==> src/rtl/sfifo_rd_pkg.sv <==
// Shared types and helpers for the FIFO read streamer.
package sfifo_rd_pkg;

  typedef enum logic {
    S_RUN   = 1'b0,
    S_FLUSH = 1'b1
  } state_e;

  localparam int NUM_LEGAL_W = 4;
  localparam int LEGAL_WIDTHS [NUM_LEGAL_W] = '{8, 9, 16, 18};

  // Occupancy counter width: must be able to hold the value DEPTH itself.
  function automatic int occ_width(input int depth);
    return $clog2(depth) + 1;
  endfunction

  function automatic bit width_legal(input int w);
    bit ok;
    ok = 1'b0;
    for (int i = 0; i < NUM_LEGAL_W; i++)
      if (LEGAL_WIDTHS[i] == w) ok = 1'b1;
    return ok;
  endfunction

endpackage

==> src/rtl/sfifo_rd_obuf.sv <==
// Small circular output buffer: push at tail, pop at head, occupancy count.
module sfifo_rd_obuf
  import sfifo_rd_pkg::*;
#(
  parameter  int DW    = 18,
  parameter  int DEPTH = 4,
  localparam int AW    = $clog2(DEPTH),
  localparam int OW    = occ_width(DEPTH)
) (
  input  logic          clk,
  input  logic          rst_n,
  input  logic          clr_i,
  input  logic          push_i,
  input  logic [DW-1:0] din_i,
  input  logic          pop_i,
  output logic [DW-1:0] head_o,
  output logic [OW-1:0] occ_o
);

  logic [DEPTH-1:0][DW-1:0] mem_q;
  logic [AW-1:0]            wr_ptr_q, rd_ptr_q;
  logic [OW-1:0]            occ_q;
  logic                     do_pop;

  assign do_pop = pop_i && (occ_q != '0);
  assign head_o = mem_q[rd_ptr_q];
  assign occ_o  = occ_q;

  // Storage, pointers (wrap naturally since DEPTH is a power of 2) and count; clear wins over push/pop
  always_ff @(posedge clk) begin
    if (!rst_n) begin
      mem_q    <= '0;
      wr_ptr_q <= '0;
      rd_ptr_q <= '0;
      occ_q    <= '0;
    end else if (clr_i) begin
      wr_ptr_q <= '0;
      rd_ptr_q <= '0;
      occ_q    <= '0;
    end else begin
      if (push_i) begin
        mem_q[wr_ptr_q] <= din_i;
        wr_ptr_q        <= wr_ptr_q + AW'(1);
      end
      if (do_pop) rd_ptr_q <= rd_ptr_q + AW'(1);
      case ({push_i, do_pop})
        2'b10:   occ_q <= occ_q + OW'(1);
        2'b01:   occ_q <= occ_q - OW'(1);
        default: occ_q <= occ_q;
      endcase
    end
  end

  // Upstream credit accounting must never let a write land on a full buffer
  always_ff @(posedge clk) begin
    if (rst_n && !clr_i)
      assert (!(push_i && !do_pop && occ_q == OW'(DEPTH)))
        else $error("sfifo_rd_obuf overflow");
  end

endmodule

==> src/rtl/sfifo_rd_streamer.sv <==
// Drain stage for the 18K sync FIFO: credit-based POP issue, read-latency
// absorption buffer, valid/ready output, flush sequencing, sticky underrun.
// Optional BEAT_CNT output enabled by defining SFIFO_RD_STREAMER_BEAT_CNT_EN.
module sfifo_rd_streamer
  import sfifo_rd_pkg::*;
#(
  parameter  int DATA_WIDTH   = 18,
  parameter  int RD_LATENCY   = 1,
  parameter  int OBUF_DEPTH   = 4,
  parameter  int FLUSH_CYCLES = 2,
  localparam int OW           = occ_width(OBUF_DEPTH)
) (
  input  logic                  CLK,
  input  logic                  RESET_N,
  input  logic                  FIFO_EMPTY,
  input  logic                  FIFO_UNDERRUN,
  input  logic [DATA_WIDTH-1:0] FIFO_DOUT,
  output logic                  FIFO_POP,
  output logic                  FIFO_FLUSH,
  input  logic                  FLUSH,
  output logic [DATA_WIDTH-1:0] M_DATA,
  output logic                  M_VALID,
  input  logic                  M_READY,
  output logic                  UNDERRUN_ERR,
  output logic [OW-1:0]         OCCUPANCY
`ifdef SFIFO_RD_STREAMER_BEAT_CNT_EN
  ,
  output logic [31:0]           BEAT_CNT
`endif
);

  localparam int         CW  = OW + 1;
  localparam logic [4:0] FC  = 5'(FLUSH_CYCLES);
  localparam logic [4:0] FC1 = 5'(FLUSH_CYCLES + 1);

  if (!width_legal(DATA_WIDTH)) begin : g_bad_width
    $error("DATA_WIDTH must be 8, 9, 16 or 18");
  end
  if (OBUF_DEPTH < RD_LATENCY + 2) begin : g_bad_depth
    $error("OBUF_DEPTH must be at least RD_LATENCY+2");
  end

  state_e                state_q, state_d;
  logic                  en_q;
  logic [RD_LATENCY-1:0] pipe_q, pipe_d;
  logic [4:0]            tmr_q, tmr_d;
  logic                  fflush_q, fflush_d;
  logic                  err_q, err_d;
  logic [OW-1:0]         occ;
  logic [CW-1:0]         inflight;
  logic                  pop, push, hs, flush_entry;

  assign flush_entry = (state_q == S_RUN) && FLUSH;
  assign push        = pipe_q[RD_LATENCY-1] && (state_q == S_RUN);
  assign M_VALID     = (state_q == S_RUN) && (occ != '0);
  assign hs          = M_VALID && M_READY;

  // Pops in flight = set bits in the read-latency shadow pipe
  always_comb begin
    inflight = '0;
    for (int i = 0; i < RD_LATENCY; i++)
      inflight = inflight + CW'(pipe_q[i]);
  end

  // Credit check counts buffered plus in-flight words; en_q holds POP low through reset
  always_comb begin
    pop = en_q && (state_q == S_RUN) && !FIFO_EMPTY &&
          (({1'b0, occ} + inflight) < CW'(OBUF_DEPTH));
  end

  // Shadow pipe shifts every cycle; flush entry drops any in-flight returns
  always_comb begin
    pipe_d    = '0;
    pipe_d[0] = pop;
    for (int i = 1; i < RD_LATENCY; i++)
      pipe_d[i] = pipe_q[i-1];
    if (flush_entry) pipe_d = '0;
  end

  // FSM next state: FLUSH holds FIFO_FLUSH for FLUSH_CYCLES then idles one cycle before RUN
  always_comb begin
    state_d  = state_q;
    tmr_d    = tmr_q;
    fflush_d = 1'b0;
    case (state_q)
      S_RUN: begin
        if (FLUSH) begin
          state_d = S_FLUSH;
          tmr_d   = '0;
        end
      end
      S_FLUSH: begin
        tmr_d    = tmr_q + 5'd1;
        fflush_d = (tmr_q < FC);
        if (tmr_q == FC1) state_d = S_RUN;
      end
      default: state_d = S_RUN;
    endcase
  end

  // Sticky underrun; a flush in the same cycle wins
  always_comb begin
    err_d = err_q;
    if (flush_entry)        err_d = 1'b0;
    else if (FIFO_UNDERRUN) err_d = 1'b1;
  end

  // Control registers
  always_ff @(posedge CLK) begin
    if (!RESET_N) begin
      state_q  <= S_RUN;
      en_q     <= 1'b0;
      pipe_q   <= '0;
      tmr_q    <= '0;
      fflush_q <= 1'b0;
      err_q    <= 1'b0;
    end else begin
      state_q  <= state_d;
      en_q     <= 1'b1;
      pipe_q   <= pipe_d;
      tmr_q    <= tmr_d;
      fflush_q <= fflush_d;
      err_q    <= err_d;
    end
  end

  sfifo_rd_obuf #(
    .DW    (DATA_WIDTH),
    .DEPTH (OBUF_DEPTH)
  ) u_obuf (
    .clk    (CLK),
    .rst_n  (RESET_N),
    .clr_i  (flush_entry),
    .push_i (push),
    .din_i  (FIFO_DOUT),
    .pop_i  (hs),
    .head_o (M_DATA),
    .occ_o  (occ)
  );

  assign FIFO_POP     = pop;
  assign FIFO_FLUSH   = fflush_q;
  assign UNDERRUN_ERR = err_q;
  assign OCCUPANCY    = occ;

`ifdef SFIFO_RD_STREAMER_BEAT_CNT_EN
  logic [31:0] beat_cnt_q, beat_cnt_d;

  // Saturating handshake counter, cleared on flush entry
  always_comb begin
    beat_cnt_d = beat_cnt_q;
    if (flush_entry)                  beat_cnt_d = '0;
    else if (hs && beat_cnt_q != '1)  beat_cnt_d = beat_cnt_q + 32'd1;
  end

  // Beat counter register
  always_ff @(posedge CLK) begin
    if (!RESET_N) beat_cnt_q <= '0;
    else          beat_cnt_q <= beat_cnt_d;
  end

  assign BEAT_CNT = beat_cnt_q;
`endif

endmodule

==> config.mk <==
export PLATFORM = sky130hd
export DESIGN_NAME = sfifo_rd_streamer
export DESIGN_NICKNAME = d
export VERILOG_FILES = /design/src/rtl/sfifo_rd_pkg.sv /design/src/rtl/sfifo_rd_obuf.sv /design/src/rtl/sfifo_rd_streamer.sv
export SDC_FILE = /design/constraint.sdc
export NUM_CORES = 1
export LEC_CHECK = 0
export CAP_MARGIN = 20
export CELL_PAD_IN_SITES_DETAIL_PLACEMENT = 0
export CELL_PAD_IN_SITES_GLOBAL_PLACEMENT = 1
export CORE_MARGIN = 1
export CORE_UTILIZATION = 43
export DETAILED_ROUTE_END_ITERATION = 8
export PLACE_DENSITY_LB_ADDON = 0.12
export SLEW_MARGIN = 20
export SYNTH_ARGS = -nofsm -noshare
export SYNTH_HDL_FRONTEND = slang
export SYNTH_HIERARCHICAL = 1
export SYNTH_SLANG_ARGS = --single-unit
==> constraint.sdc <==
create_clock -name CLK -period 3.1 [get_ports CLK]
set_clock_uncertainty 0.05 [all_clocks]
set_input_delay 0.775 -clock CLK [delete_from_list [all_inputs] [get_ports CLK]]
set_output_delay 0.775 -clock CLK [all_outputs]
set_load 0.01 [all_outputs]
# Word-level counts from Yosys, hierarchy flattened
# Index checks and enable logic that the tools add are counted.
# classes
n_bitwise	3
order_cmp	5
eq_ne	4
mux	12
n_reduce_logical	15
add_sub_neg	6
# op_table
cell	n
72-bit bitwise mux	1
18-bit binary-select mux with 2-bit select	1
18-bit demux with 2-bit select	1
18-bit two-way mux	2
5-bit one-hot mux with 2 select lines	1
1-bit logical AND	9
2-bit by 3-bit < comparator with 1-bit output (second input constant)	2
3-bit one-hot mux with 2 select lines	1
5-bit by 1-bit adder with 5-bit output (second input constant)	1
5-bit by 2-bit == test with 1-bit output (second input constant)	1
5-bit by 2-bit < comparator with 1-bit output (second input constant)	1
5-bit two-way mux	1
2-bit by 1-bit adder with 2-bit output (second input constant)	2
3-bit by 1-bit adder with 4-bit output	1
4-bit by 3-bit < comparator with 1-bit output (second input constant)	1
2-bit AND reduction	2
3-bit by 1-bit adder with 3-bit output (second input constant)	1
1-bit two-way mux	3
1-bit NOT	3
3-bit nonzero test	1
3-bit by 1-bit subtractor with 3-bit output (second input constant)	1
2-bit by 1-bit == test with 1-bit output (second input constant)	1
2-bit == test (second input constant)	1
2-bit by 1-bit >= comparator with 1-bit output (second input constant)	1
other kinds (5)	5
# totals
out_inout_bits	25
regBits	89
elab_cells	58

# Logic depth before layout (Yosys ltp)
# Gate-level depths: netlist of the first run.
# logic_depth
depth_word	6
ltp_mapped	10
mapped_depth_nobuf	10

# Modules after synthesis
# Netlist of the first run, hierarchy kept.
# modules_own_cells
mod	area_each_um2	cells_each	instances
sfifo_rd_obuf	3704.8	378	1
sfifo_rd_streamer	437.9	47	1

# Worst setup path before layout of the first run
# Ideal clock, no wire load.
# synth_timing
path_type	reg2reg
from	register state_q
to	register u_obuf.occ_q[2], in the netlist u_obuf/occ_o[2]
n_path_buf	1
t_arrival_ns	2.221
stages_incl_launch_ff	11
setup_slack_ns	0.759
cell_sequence	dfxtp_1 -> clkbuf_1 -> nor2_1 -> and2_1 -> o31a_1 -> ha_1 -> inv_1 -> fa_1 -> xor2_1 -> or3_1 -> a21oi_1
# synth_between
elab_chain_cells	6
# synth_rtl
item	line_no	text
start: declaration	sfifo_rd_streamer.sv:43	state_e state_q, state_d;
start signal: assignment	sfifo_rd_streamer.sv:118	state_q <= state_d;
1-bit NOT (*)	-	
1-bit logical AND (*)	sfifo_rd_streamer.sv:55	assign M_VALID = (state_q == S_RUN) && (occ != '0);
via M_VALID	sfifo_rd_streamer.sv:22	output logic M_VALID,
1-bit logical AND (*)	sfifo_rd_streamer.sv:56	assign hs = M_VALID && M_READY;
via hs	sfifo_rd_streamer.sv:51	logic pop, push, hs, flush_entry;
1-bit logical AND (*)	sfifo_rd_obuf.sv:25	assign do_pop = pop_i && (occ_q != '0);
via u_obuf.do_pop	sfifo_rd_obuf.sv:23	logic do_pop;
2-bit by 1-bit == test with 1-bit output or 2-bit == test (tied branches)	sfifo_rd_obuf.sv:46	case ({push_i, do_pop})
3-bit one-hot mux with 2 select lines or 2-bit nonzero test (tied branches)	-	
end signal: assignment	sfifo_rd_obuf.sv:47	2'b10: occ_q <= occ_q + OW'(1);
end signal: assignment	sfifo_rd_obuf.sv:48	2'b01: occ_q <= occ_q - OW'(1);
end signal: assignment	sfifo_rd_obuf.sv:49	default: occ_q <= occ_q;
end: declaration	sfifo_rd_obuf.sv:22	logic [OW-1:0] occ_q;
# Mark *: on every way through the listed nets, which the timed path passes. The rest lies on a longest branch.
# A chain may end at the register's enable or synchronous reset.

# Worst setup path in the final report of the first run
# layout_timing
from	input port FIFO_EMPTY
to	output port FIFO_POP
# layout_between
elab_chain_cells	3
# layout_rtl
item	line_no	text
start: declaration	sfifo_rd_streamer.sv:15	input logic FIFO_EMPTY,
1-bit logical NOT	sfifo_rd_streamer.sv:67	pop = en_q && (state_q == S_RUN) && !FIFO_EMPTY &&
1-bit logical AND (2 in a row)	sfifo_rd_streamer.sv:67	
end: declaration	sfifo_rd_streamer.sv:18	output logic FIFO_POP,
# Every way passes these cells.

==> impl.org, run 1 <==
** Outcome
- Outcome :: finished, final reports clean

** Power
- P_leak :: 0.00159 uW
- The share of total power dissipated in combinational logic is under 10%.
- Flop pwr share :: between 50 and 60%
- Across the VDD grid, the largest voltage drop is 0.293 mV.
- Fraction of power consumed by the clock network :: 43.4%
- Net Sw Power :: about 480 uW
- The completed layout was analyzed and its total power is 2260 uW.
- Net Sw Frac :: between 20% and 30%
- Cell-internal power :: around 1800 uW
- For this design the ratio of total power to cell area is 461 nW/um^2.

** Routing
- Once detail routing completed, the nets flagged for antenna violations numbered 0.
- Routed wire per std cell :: 15.2 um
- For this block, the via count after detailed routing is 3,054.
- Using the TritonRoute via totals, the vias-per-cell ratio works out to 5.08.
- For this run, design rule violations remaining after detail routing come to 0.
- After detailed routing, the total wire length is 9130 um.
- For this run, the detailed router's first-pass iteration total came to 4.
- After the first detailed-routing iteration, the DRC count stood at 90.

** Placement
- Once placement completed, the tool counted placed cells totaling between 500 and 600.
- Port Buffer Count :: 48
- After legalization and detailed placement, the total HPWL measured 5640 um.
- Global placer's final weighted congestion :: ~0.73

** Critical path
- For the worst setup path, the data required time is 2270 ps.
- The worst register-to-register path has a setup slack of 730 ps.
- The worst register-to-register path begins at u_obuf/occ_o[0].
- For this design, the slowest cell found on the critical path is sky130_fd_sc_hd__or4b_1.
- The number of cells on the worst reg-to-reg path is 10.
- The worst register-to-register path ends at u_obuf/occ_o[2].
- The number of buffers and inverters on the critical path is 2.
- Maximum single-stage delay on the critical path :: 520 ps
- In this design, the largest share of critical-path delay is due to buffers and inverters.
- Data on the critical path arrives at its endpoint at 2150 ps.
- Of all nets on the critical path, the largest fanout is 2.
- Critical path class :: input port to output pin
- The signal on the critical path passes through clkdlybuf4s50_1 > or4b_1 > a31oi_2 > dlygate4sd2_1.
- Setup crit start kind :: input port
- STA classifies the critical path endpoint as an output pin.

** Min path
- Origin of the worst min-delay path :: u_obuf/mem_q[30]
- Worst hold path class :: flop to flop
- Along the worst hold path, the cell count comes to 2.
- The path with the worst hold slack has its endpoint at u_obuf/mem_q[30].

** GRT
- Global-route layer with the greatest usage :: met2
- Met1 GRT Util :: 25.5%
- For this run the aggregate overflow at the end of global routing stands at 0.
- The number of antenna violations at the first check in global routing is 0.
- Vias in the first global route :: 3,057
- Global routing used under 10% of the available met3 tracks.
- In the global route stage, overall resource usage came out at 19.7%.
- For this run, global-route usage on met2 was measured as ~33%.
- Maximum number of pins on one net before global-route repair :: 46
- Global-route wire length before repair :: 15,100 um

** Clocking
- CTS Hold Buffers Added :: 0
- TritonCTS created 9 clock buffers.
- For this design, the sink count on the clock tree is 89.
- CTS clk-pin slew, worst paths :: 100 ps
- Clock tree from TritonCTS :: done
- The number of setup buffers added after CTS is 0.
- Largest buffer count on any clock path :: 2
- Later-pin clock latency in the skew report :: about 350 ps
- The tree is rooted in a sky130_fd_sc_hd__clkbuf_8.
- Maximum level of the CTS H-tree :: 3

** Final layout
- Non-filler cells in the finished layout :: 601
- The library cell used most frequently in the layout, excluding fill and tap cells, is sky130_fd_sc_hd__nand2_1.
- Count of nets after finishing :: 498
- In the layout the commonest cells are 144 x sky130_fd_sc_hd__nand2_1, 89 x sky130_fd_sc_hd__dfxtp_1, 46 x sky130_fd_sc_hd__clkdlybuf4s50_1, 34 x sky130_fd_sc_hd__a21boi_0, 30 x sky130_fd_sc_hd__a21boi_2.
- Share of final-layout standard cells stronger than drive strength 1 :: 17.6%
- ANT cells :: 0
- Area growth, synth to finish :: 18.5%

** Timing
- The final number of hold-violating endpoints came to 0.
- Setup violations remaining at the end of the flow were counted as 0.
- RSZ-0062 raised after global routing :: false
- Tightest Pin Transition :: 625 ps
- Headroom to the max-slew limit :: approximately three fifths
- Timing would allow up to 336 MHz.
- The max-slew violation count came to 0.
- The worst path in the final design needs a cycle of 2970 ps, including I/O delays and setup.
- Of the available clock period, the critical path in the final layout requires 95.9%.

** Yosys
- Net count of the mapped netlist :: 456
- Synth area leaders :: sky130_fd_sc_hd__dfxtp_1 43%, sky130_fd_sc_hd__nand2_1 13%, sky130_fd_sc_hd__mux4_2 9.8%
- After synthesis, flip-flops and latches occupy between 40% and 50% of the total area.
- Cell area after synthesis :: just over 4000 sq um
- The number of different library cells used by synthesis comes to 38.
- The cell count after synthesis came out at 425.
- A synthesized cell averages 9.75 sq um.
- Counting flops and latches in the post-synthesis netlist gives 89.
- Area share of the leading cell type in the synthesized netlist :: between 40% and 50%
- Biggest area consumer among synthesized cells :: sky130_fd_sc_hd__dfxtp_1
- The Yosys step of the flow raised 6 warnings.

** Die
- The total area inside the core boundary comes to 9280 sq um.
- Total die area :: 10,000 sq um
- The die is 100 um tall.
- For this configuration, the core starts out at a cell density of 44.6%.
- Boundary Pins :: 49
- Measured along the x axis, the die boundary spans 100 um.
- Row generation in the floorplan step produced 35 rows.

** Run
- Max cap viols :: 0
-- routing by layer --
layer	wire [um]	part of all wire, %
met1	4320	47
met2	4450	49
met3	280	3.1
met5	0	0
met4	73	0.80
-- cell families (layout without fill, tap and decap cells) --
family                     count (synthesis)  count (layout)  share of synthesized area [%]
muxes                                     20              20                           10.3
DFF                                       89              89                           43.0
and+or+nand+nor                          181             181                           19.1
AOI/OAI and AO/OA                         89              89                           18.5
xor gates and xnor gates                   5               5                           1.06
adders and majority gates                  7               7                           2.30
buffers and inverters                     34              81                           5.86
-- final cells by class --
type | instances | area (sq um)
clock buffers | 10 | 138
flip-flops and latches | 89 | 1780
multi-input cells | 302 | 2120
well taps | 129 | 161
clock inverters | 6 | 113
repair buffers | 57 | 567
inverters | 8 | 30.0
fillers | 892 | 4380
-- cell usage after synthesis --
master,instances
sky130_fd_sc_hd__nand4_1,2
sky130_fd_sc_hd__xnor2_1,2
sky130_fd_sc_hd__o311ai_0,1
sky130_fd_sc_hd__mux4_2,18
sky130_fd_sc_hd__o31a_1,1
sky130_fd_sc_hd__dfxtp_1,89
sky130_fd_sc_hd__xor2_1,3
sky130_fd_sc_hd__and2_1,2
sky130_fd_sc_hd__fa_1,1
sky130_fd_sc_hd__buf_2,5
sky130_fd_sc_hd__a41oi_1,1
sky130_fd_sc_hd__nand3_1,2
sky130_fd_sc_hd__a21oi_1,7
sky130_fd_sc_hd__a21boi_2,30
sky130_fd_sc_hd__clkbuf_1,8
sky130_fd_sc_hd__a21boi_0,34
sky130_fd_sc_hd__and3b_2,4
sky130_fd_sc_hd__nor2b_1,4
sky130_fd_sc_hd__nand2_1,144
sky130_fd_sc_hd__inv_1,8
sky130_fd_sc_hd__or3_1,1
sky130_fd_sc_hd__nor2_1,9
sky130_fd_sc_hd__a21boi_1,9
sky130_fd_sc_hd__and4b_1,1
sky130_fd_sc_hd__ha_1,6
sky130_fd_sc_hd__and3_1,1
sky130_fd_sc_hd__buf_6,6
sky130_fd_sc_hd__or4b_1,1
sky130_fd_sc_hd__nor3_1,2
sky130_fd_sc_hd__nand2b_1,2
sky130_fd_sc_hd__mux2i_1,2
sky130_fd_sc_hd__a31oi_2,1
sky130_fd_sc_hd__o211a_1,1
sky130_fd_sc_hd__nor3b_1,2
sky130_fd_sc_hd__buf_12,3
sky130_fd_sc_hd__o21ai_0,4
sky130_fd_sc_hd__nand3b_2,4
sky130_fd_sc_hd__buf_4,4
-- worst min-delay path: cells and delay by family, from the launching register on --
| kind | cells | cell delay [ps] |
|---|---|---|
| AND/OR/NAND/NOR | 1 | 50 |
| AO/OA/AOI/OAI | 1 | 50 |
| flip-flops | 1 | 320 |
-- worst max-delay path by stage --
stage	end	slack, ps	cells past startpoint	start
after global placement	FIFO_POP	-120	4	FIFO_EMPTY
final	FIFO_POP	130	4	FIFO_EMPTY
after floorplan	u_obuf/occ_o[2]	760	10	state_q
after detailed placement	FIFO_POP	-140	4	FIFO_EMPTY
after global routing	FIFO_POP	70	4	FIFO_EMPTY
after CTS	FIFO_POP	120	4	FIFO_EMPTY
-- through the flow --
stage | cell area (sq um) | worst slack [ps] | utilization [%] | TNS (ps) | hold slack [ps]
2_1_floorplan | 4140 | 759 | - | 0 | 382
3_3_place_gp | 4660 | -124 | 50.2 | -124 | 387
3_5_place_dp | 4660 | -141 | 50.2 | -141 | 398
4_1_cts | 4910 | 120 | 52.9 | 0 | 411
5_1_grt | 4910 | 72.2 | 52.9 | 0 | 432
6_report | 4910 | 127 | 52.9 | 0 | 408
-- registers in the layout, summed over array words and instances, names as in the netlist --
signal	flops
u_obuf/mem_q	72
tmr_q	5
u_obuf/occ_o	3
u_obuf/rd_ptr_q	2
u_obuf/wr_ptr_q	2
FIFO_FLUSH	1
UNDERRUN_ERR	1
en_q	1
pipe_q	1
state_q	1
-- power groups by stage --
stage          clock [uW]  combinational (uW)  sequential, uW
2_1_floorplan           0                58.7            1180
3_3_place_gp            0                 125            1180
3_5_place_dp            0                 126            1180
4_1_cts              1000                 126            1160
5_1_grt              1060                 134            1160
6_report              982                 124            1160
-- what timing repair did --
item	CTS	global route
resized for setup	1	0
endpoints found under the hold margin	0	0
endpoints found under the setup margin	1	0
Power figures use the tool's default switching activity.
==> run 2, diff against run 1 <==
Settings changed: CORE_MARGIN 1 to default.
Clock period 3.1 ns to 3.2 ns, I/O delays scaled along.
==> run 2 against run 1 <==
Net effect:
- wire length is 2.2% higher
- first-iteration DRC count down 4.4%
- clock power shrank 20%
- non-clock buffer count decreased by 3
- combinational power decreased by 3%
- flip-flop and latch count is the same
- global-route usage barely moved
- hold slack about the same
==> impl.org, run 2 (synthesized netlist as in run 1, its figures left out) <==
** Clocking
- CTS clk-pin slew, worst paths :: around 80 ps
- Largest buffer count on any clock path :: 2
- The clock reaches the later pin of the worst-skew pair after between 300 and 400 ps.
- The number of hold buffers added after CTS was 0.
- TritonCTS built the clock tree.
- Clock tree synthesis inserted a total of 9 buffers.
- Sinks on Clock Net :: 89
- Master cell of the clock root buffer :: sky130_fd_sc_hd__clkbuf_8
- Maximum level of the CTS H-tree :: 3

** Final layout
- Of the cells placed in the final design, the portion with a size suffix greater than 1 is 16.6%.
- Count of nets after finishing :: 495
- The filler cells instantiated in the layout total 913.
- u_obuf/mem_q holds more flip-flops than any other register.
- ANT cells :: 0
- Flip-flop count of the largest register after layout :: 72
- Final cell utilization of the core :: between 50% and 60%
- Commonest non-fill, non-tap cell in the layout :: sky130_fd_sc_hd__nand2_1
- Commonest cells after routing, fill and taps aside :: 144 x sky130_fd_sc_hd__nand2_1, 89 x sky130_fd_sc_hd__dfxtp_1, 46 x sky130_fd_sc_hd__clkdlybuf4s50_1, 34 x sky130_fd_sc_hd__a21boi_0, 30 x sky130_fd_sc_hd__a21boi_2
- Area growth, synth to finish :: 16.4%
- Excluding fillers, the count of instances in the completed layout stands at 598.

** Critical path
- Top Family by Delay on Critical Path :: buffers and inverters
- STA classifies the critical path endpoint as an output pin.
- Counting both buffers and inverters, the worst setup path holds a total of 2.
- Maximum single-stage delay on the critical path :: between 500 and 600 ps
- STA puts the critical path data required time at roughly 2400 ps.
- Cells traversed along the worst timing path :: clkdlybuf4s50_1 > or4b_1 > a31oi_2 > dlygate4sd2_1
- Maximum fanout count along the critical path :: 2
- Critical path class :: input port to output pin
- Critical-path cell with the highest stage delay :: sky130_fd_sc_hd__or4b_1
- Data arrival time of the critical path :: 2160 ps
- STA classifies the critical path startpoint as an input port.

** Timing
- Achievable frequency :: 333 MHz
- For the pin with the worst max-slew slack, the measured transition is 704 ps.
- The max-slew violation count is 0.
- Subtracting the final worst setup slack from the clock period gives 3010 ps.
- Headroom to the max-slew limit :: 53.1%
- Dividing the final minimum period by the clock period gives 94.0%.
- Setup violations remaining at the end of the flow were counted as 0.
- The final number of hold-violating endpoints is 0.
- Setup repair after global routing left no endpoint under its margin.
- Worst hold slack :: 409 ps

** Die
- Placement Rows :: 35
- From bottom edge to top edge, the die measures 100 um.
- The floorplan step set the die width to 100 um.
- Pin placement for this block handled just under 50 I/O pins.
- Effective utilization at floorplan :: between 40% and 50%
- The core region is around 9300 sq um.
- The floorplan step defined a die boundary enclosing 10,000 sq um.

** Routing
- The first routing iteration left 86 violations.
- After detailed routing, the number of vias per cell comes to a little over 5.
- Before antenna repair, the detailed router went through 4 iterations.
- Sum of routed wire length over all layers :: 9330 um
- After detailed routing, the number of remaining DRC violations is 0.
- The detailed router used layers up to and including met4.
- DR WL met2 :: 4370 um
- Once detail routing completed, the nets flagged for antenna violations numbered 0.
- Routed wire per std cell :: between 15 and 20 um
- For this block, wires on met1 add up to 4520 um.
- Routed via count :: 3,028
- Summed over all nets, wire length on met3 after detailed routing comes to ~340 um.

** Power
- P_leak :: between 0.0015 and 0.002 uW
- VDD sags by at most 0.235 mV.
- The design draws 2020 uW.
- Power density cells :: 419 nW/um^2

** GRT
- Global-route wire length before repair :: 15,000 um
- The number of antenna violations at the first check in global routing is 0.
- Maximum number of pins on one net before global-route repair :: 45
- The total overflow left after global routing is 0.
- Vias in the first global route :: a little under 3,000
- Aggregate global-route resource usage :: 19.7%

** Placement
- Port Buffer Count :: 48
- The congestion estimate from routability-driven global placement came to 0.714.
- Detailed placement ended at an HPWL of 5600 um.
- Number of placed instances, taps included :: 582

** Outcome
- Outcome :: finished, final reports clean

** Min path
- Worst hold path class :: flop to flop

** Run
- The tool flagged a number of max-cap violations equal to 0.
==> run 2: cell count changes in the layout (fill, tap and decap cells not counted) <==
cell | before | now
sky130_fd_sc_hd__inv_6 | 2 | 0
sky130_fd_sc_hd__buf_12 | 2 | 1
sky130_fd_sc_hd__clkbuf_1 | 0 | 2
sky130_fd_sc_hd__bufinv_16 | 3 | 1
sky130_fd_sc_hd__clkinv_4 | 0 | 2
sky130_fd_sc_hd__buf_4 | 7 | 5
==> run 2: tightest hold or removal path: stages, from the launching register on <==
cell and delay (ps):
sky130_fd_sc_hd__dfxtp_1 320, sky130_fd_sc_hd__nand2_1 50, sky130_fd_sc_hd__a21boi_1 50
==> run 2: stage by stage <==
step                instance area (sq um)  setup WS [ps]  TNS, ps
floorplan                            4140            823        0
global placement                     4620          -74.5    -74.5
detailed placement                   4620          -88.9    -88.9
CTS                                  4820            184        0
global route                         4820            129        0
finish                               4820            193        0
==> run 2: area by class of cell <==
cell class	instances	area, sq um	share of cell area (%)
clock buffers	12	145	3.01
clock inverters	4	52.6	1.09
inverters	8	30.0	0.623
multi-input cells	302	2120	43.9
flip-flops and latches	89	1780	37.0
well taps	129	161	3.35
repair buffers	54	532	11.0
==> run 2: layer usage <==
layer | track usage (%) | vias up
li1 | - | 1518
met1 | 27.2 | 1448
met2 | 31.8 | 54
met3 | 2.58 | 8
met4 | 6.69 | 0
met5 | 0 | -
==> run 2: final timing paths <==
kind	startpoint	end	slack [ps]	cells after the start
setup / recovery	FIFO_EMPTY	FIFO_POP	190	4
hold / removal	u_obuf/mem_q[26]	u_obuf/mem_q[26]	410	2
setup reg to reg	u_obuf/occ_o[0]	u_obuf/occ_o[2]	870	10
hold reg to reg	u_obuf/mem_q[26]	u_obuf/mem_q[26]	410	2
==> run 2: repair_timing <==
action,4_1_cts,5_1_grt
resized for setup,1,0
setup endpoints to repair,1,0
buffers inserted,0,0
==> run 2: report_power, final <==
group          total [uW]  internal [uW]  switching, uW  leakage [uW]
registers            1120           1110           5.05      0.000718
logic                 120           66.8           53.7      0.000733
clock network         781            385            396      0.000101
total                2020           1570            454       0.00155
